==> src/rtl/mlp_pkg.sv <==
// rtl/mlp_pkg.sv - shared widths, signed-magnitude type and helpers for the MLP datapath
package mlp_pkg;

  localparam int W     = 32;
  localparam int FRAC  = 17;
  localparam int N     = 32;
  localparam int IDX_W = $clog2(N);

  typedef struct packed {
    logic         sign;
    logic [W-2:0] mag;
  } sm32_t;

  localparam logic [W-1:0] SM_MAX = 32'h7FFFFFFF;

  typedef enum logic {
    FILL = 1'b0,
    HOLD = 1'b1
  } state_t;

  function automatic logic sm_sign(input logic [W-1:0] v);
    return v[W-1];
  endfunction

  function automatic logic [W-2:0] sm_mag(input logic [W-1:0] v);
    return v[W-2:0];
  endfunction

endpackage

==> src/rtl/sm_mul32.sv <==
// rtl/sm_mul32.sv - combinational signed-magnitude Q14.17 multiply, truncating and saturating
module sm_mul32
  import mlp_pkg::*;
(
  input  logic [W-1:0] a,
  input  logic [W-1:0] b,
  output logic [W-1:0] prod,
  output logic         ovf
);

  localparam int PW = 2 * (W - 1);

  logic [PW-1:0] full;
  logic [PW-1:0] shifted;
  logic [W-2:0]  mag;
  sm32_t         res;

  // Full-width magnitude product, drop FRAC bits, clamp anything that no longer fits,
  // and never emit a negative zero.
  always_comb begin
    full     = PW'(sm_mag(a)) * PW'(sm_mag(b));
    shifted  = full >> FRAC;
    ovf      = |shifted[PW-1:W-1];
    mag      = ovf ? SM_MAX[W-2:0] : shifted[W-2:0];
    res.mag  = mag;
    res.sign = (sm_sign(a) ^ sm_sign(b)) & (|mag);
    prod     = res;
  end

endmodule

==> src/rtl/mac_prod32.sv <==
// rtl/mac_prod32.sv - collects N streamed x*w products into a frame handed to sigma32
module mac_prod32
  import mlp_pkg::*;
(
  input  logic         clk,
  input  logic         rst,
  input  logic         in_valid,
  output logic         in_ready,
  input  logic [W-1:0] x,
  input  logic [W-1:0] w,
  input  logic         clear,
  output logic         out_valid,
  input  logic         out_ready,
  output logic [W-1:0] p [0:N-1],
  output logic         sat
);

  state_t            state;
  state_t            state_next;
  logic [IDX_W-1:0]  idx;
  logic [W-1:0]      prod;
  logic              ovf;
  logic              accept;
  logic              last;

  sm_mul32 u_mul (
    .a    (x),
    .b    (w),
    .prod (prod),
    .ovf  (ovf)
  );

  // Handshake outputs and next state; a pair arriving with clear is dropped.
  always_comb begin
    state_next = state;
    in_ready   = 1'b0;
    out_valid  = 1'b0;
    accept     = 1'b0;
    last       = (idx == IDX_W'(N - 1));
    case (state)
      FILL: begin
        in_ready = 1'b1;
        accept   = in_valid & ~clear;
        if (accept && last) begin
          state_next = HOLD;
        end
      end
      HOLD: begin
        out_valid = 1'b1;
        if (out_ready) begin
          state_next = FILL;
        end
      end
      default: state_next = FILL;
    endcase
  end

  // State register.
  always_ff @(posedge clk) begin
    if (rst) begin
      state <= FILL;
    end else begin
      state <= state_next;
    end
  end

  // Write index and sticky saturation flag; both restart on clear or on frame handoff.
  always_ff @(posedge clk) begin
    if (rst) begin
      idx <= '0;
      sat <= 1'b0;
    end else if (state == FILL) begin
      if (clear) begin
        idx <= '0;
        sat <= 1'b0;
      end else if (accept) begin
        idx <= last ? '0 : idx + IDX_W'(1);
        sat <= sat | ovf;
      end
    end else if (out_ready) begin
      sat <= 1'b0;
    end
  end

  // Product buffer, written in acceptance order; frozen while the frame is held.
  always_ff @(posedge clk) begin
    if (rst) begin
      for (int i = 0; i < N; i++) begin
        p[i] <= '0;
      end
    end else if (accept) begin
      p[idx] <= prod;
    end
  end

endmodule

==> config.mk <==
export PLATFORM = sky130hd
export DESIGN_NAME = mac_prod32
export DESIGN_NICKNAME = d
export VERILOG_FILES = /design/src/rtl/mlp_pkg.sv /design/src/rtl/sm_mul32.sv /design/src/rtl/mac_prod32.sv
export SDC_FILE = /design/constraint.sdc
export NUM_CORES = 2
export LEC_CHECK = 0
export BUFFER_PORTS_ARGS = -buffer_cell sky130_fd_sc_hd__buf_4
export CORE_AREA = 2 2 683 413
export CTS_BUF_LIST = sky130_fd_sc_hd__clkbuf_4 sky130_fd_sc_hd__clkbuf_8 sky130_fd_sc_hd__clkbuf_16
export CTS_CLUSTER_DIAMETER = 120
export DETAILED_ROUTE_END_ITERATION = 12
export DIE_AREA = 0 0 685 415
export SLEW_MARGIN = 20
export SYNTH_ARGS = -nofsm -noshare
export SYNTH_HDL_FRONTEND = slang
export SYNTH_HIERARCHICAL = 1
export SYNTH_SLANG_ARGS = --single-unit
==> constraint.sdc <==
create_clock -name clk -period 11.8 [get_ports clk]
set_input_delay 0 -clock clk [delete_from_list [all_inputs] [get_ports clk]]
set_output_delay 0 -clock clk [all_outputs]
set_load 0.02 [all_outputs]
==> impl_metrics.py <==
metrics = {
    "floorplan": {
        "fp.dieW_um": 685,
        "coreArea_um2": 277600,
        "die_y_um": 415,
        "ios": 1096,
        "die_area_um2": 284300,
        "std_cell_rows": 150,
        "initial_utilization": 0.2498,
    },
    "place": {
        "dp_cells": 11450,
        "dp_slack_ns": 2.170,
        "portBuffers": 1095,
        "gp_congestion": 0.9690,
        "hpwl_um": 196100,
    },
    "grt": {
        "grt_util_all_layers": 0.1899,
        "grt_pass1_vias": 55500,
        "overflow": 0,
        "antenna_found_initial": 25,
        "grt_max_degree": 206,
        "grt_pass1_wl_um": 396900,
    },
    "setup_path": {
        "startpoint": "x[11]",
        "ff2ff_path_depth": 4,
        "slowest_delay_ns": 0.76,
        "cp.required_ns": 12.35,
        "crit_family": "adder cells",
        "worst-path-buf-inv": 5,
        "crit_arrival_ns": 9.73,
        "worst_path_max_delay_cell": "nand2_4",
        "r2r_setup_slack_ns": 8.84,
        "worstSetupStartpointType": "primary input",
        "critPathCaptureType": "register",
        "critical_path_class": "in -> reg",
        "crit_cells": 27,
        "worstPathMaxFanout": 33,
        "timing.rr.start": "idx[0]",
        "crit_top_cell": "fa_1",
    },
    "clock_tree": {
        "cts-root-buf": "clkbuf_16",
        "htree_levels": 3,
        "cts_sinks": 1031,
        "clk_pin_slew_worst_paths_ns": 0.06,
        "clk_latency_ns": 0.74,
        "tritoncts": "built",
        "cts_buffers": 102,
        "cts.repair.resized": 0,
        "post_cts_buffers": 0,
        "cts_buffer_depth": 3,
    },
    "detailed_routing": {
        "dr_total_vias": 54390,
        "routed_via_density": 4.666,
        "drt-initial-drc-count": 4690,
        "wirelength_um": 278400,
        "ant_nets": 0,
        "drc": 0,
        "wire_per_inst_um": 23.88,
        "first_pass_iters": 6,
    },
    "layout": {
        "drive_gt1_frac": 0.1789,
        "fin_util": 0.3024,
        "nets": 8997,
        "fin_cells": 11660,
        "synthToLayoutAreaGrowth_pct": 21.07,
    },
    "min_path": {
        "min_delay_path_depth": 3,
        "worstHoldStart": "rst",
        "min_path_type": "in -> reg",
    },
    "sta": {
        "clock_skew_ns": 0.03599,
        "rsz0062_at_grt": "no",
        "tightest_slew_ns": 1.221,
        "hold_viol": 0,
        "layout_min_cycle_time_ns": 9.177,
        "fin_tns_setup_ns": 0,
        "fmax_mhz": 109.0,
        "setup_viol": 0,
        "maxSlewViolCount": 0,
        "fin_ws_ns": 2.623,
        "slew-limit-headroom": 0.1857,
        "period_share": 0.7778,
    },
    "synthesis": {
        "synth-xor-area-share": 0.003790,
        "synth_area_um2": 69330,
        "yosysWarnings": 6,
        "synthTopCellsByArea": "dfxtp_1, fa_1, mux2i_1",
        "synth.avg_cell_area_um2": 9.718,
        "yosysMostFrequentCell": "nand2_1",
        "synth_edf_count": 0,
        "yosysTopAreaCellShare": 0.2977,
        "synth_flop_cell": "dfxtp_1",
        "synth_area_leader_cell": "dfxtp_1",
        "yosysSeqAreaShare": 0.2977,
        "synth_cell_types": 89,
        "ys_ff_latch": 1031,
        "yosys-mux-area-fraction": 0.1490,
        "synth-compound-area-share": 0.02588,
        "syn_inst": 7134,
        "yosys-top-cells-count": "nand2_1, mux2i_1, dfxtp_1",
        "synth_fa_ha_area_frac": 0.2878,
        "synth-simple-area-share": 0.1548,
        "syn-num-nets": 8296,
        "postSynth.asyncResetShare": 0,
        "synth_top_family_by_area": "adder cells",
    },
    "flow_run": {
        "cap_violations": 0,
    },
    "outcome": {
        "status": "finished, final reports clean",
    },
}
## cell families (layout without fill, tap and decap cells)
| family | after synthesis | count (layout) |
|---|---|---|
| AOI/OAI and AO/OA | 265 | 265 |
| xor gates and xnor gates | 30 | 30 |
| adders and majority gates | 1093 | 1093 |
| buffers and inverters | 1350 | 2131 |
| DFF | 1031 | 1031 |
| muxes | 1032 | 1032 |
| other | 0 | 19 |
| and+or+nand+nor | 2333 | 2333 |
## worst register-to-register path, cell delays in order (launching register included)
cell and delay [ns]:
dfxtp_1 0.43, ha_1 0.27, nor4bb_4 0.89, nand2_4 0.79
mux2i_1 0.50
## state kept, by name, indices dropped and copies added, names as in the netlist
signal	flops
idx	5
state	1
sat	1
p	1024
## what timing repair did
action	4_1_cts	5_1_grt
setup endpoints to repair	0	0
hold buffers	7	0
hold endpoints to repair	7	0
## per-stage QoR
step                hold WS, ns  instance area (µm²)
global placement         0.2894                80240
floorplan               0.06907                69330
finish                   0.2555                83940
detailed placement       0.2954                80240
global route             0.2382                83900
CTS                      0.2103                83870
## cells in the final DEF, fill, tap and decap left out, types with 13 or more instances in the layout
cell type  Yosys  final
buf_4         79   1124
clkinv_2       0     13
xnor2_1       20     20
dfxtp_1     1031   1031
mux2i_1     1032   1032
inv_1        811    810
nor3_1        21     21
diode_2        0     19
ha_1         257    257
nand2_1     1552   1519
fa_1         836    836
nand2_2       30     20
a21o_1        17     17
clkbuf_8       0     17
clkbuf_16      0    103
a21oi_1       77     77
nor2_1        46     46
o21ai_0       45     45
o21bai_1      14     14
nand2_4        1     44
and2_1       564    564
clkbuf_4       0     25
nand3_1       20     20
nand4_1       25     25
## metal layers
metal  GRT usage  part of all wire  up-vias
li1            -                 -    23590
met1      0.2639              0.45    27910
met2      0.2844              0.43     2474
met3     0.04705             0.084      413
met4     0.06802             0.038        4
met5           0          0.000072        -
## worst paths after layout
check,end
worst max-delay path,p[861]
worst max register to register,p[782]
worst min-delay path,idx[1]
worst min register to register,p[970]
## cell type report
cell class / instances / area (µm²)
clock buffer: 145 / 2999
fill: 28760 / 193600
sequential: 1031 / 20640
tap: 3724 / 4659
clock inverter: 39 / 551.8
timing repair buffer: 1135 / 8579
antenna: 19 / 47.55
multi-input combinational: 4753 / 43410
inverter: 812 / 3055
Power is left out: the tool's default activity adds up to more than one toggle a clock period on the data nets, which glitch-free logic cannot reach.
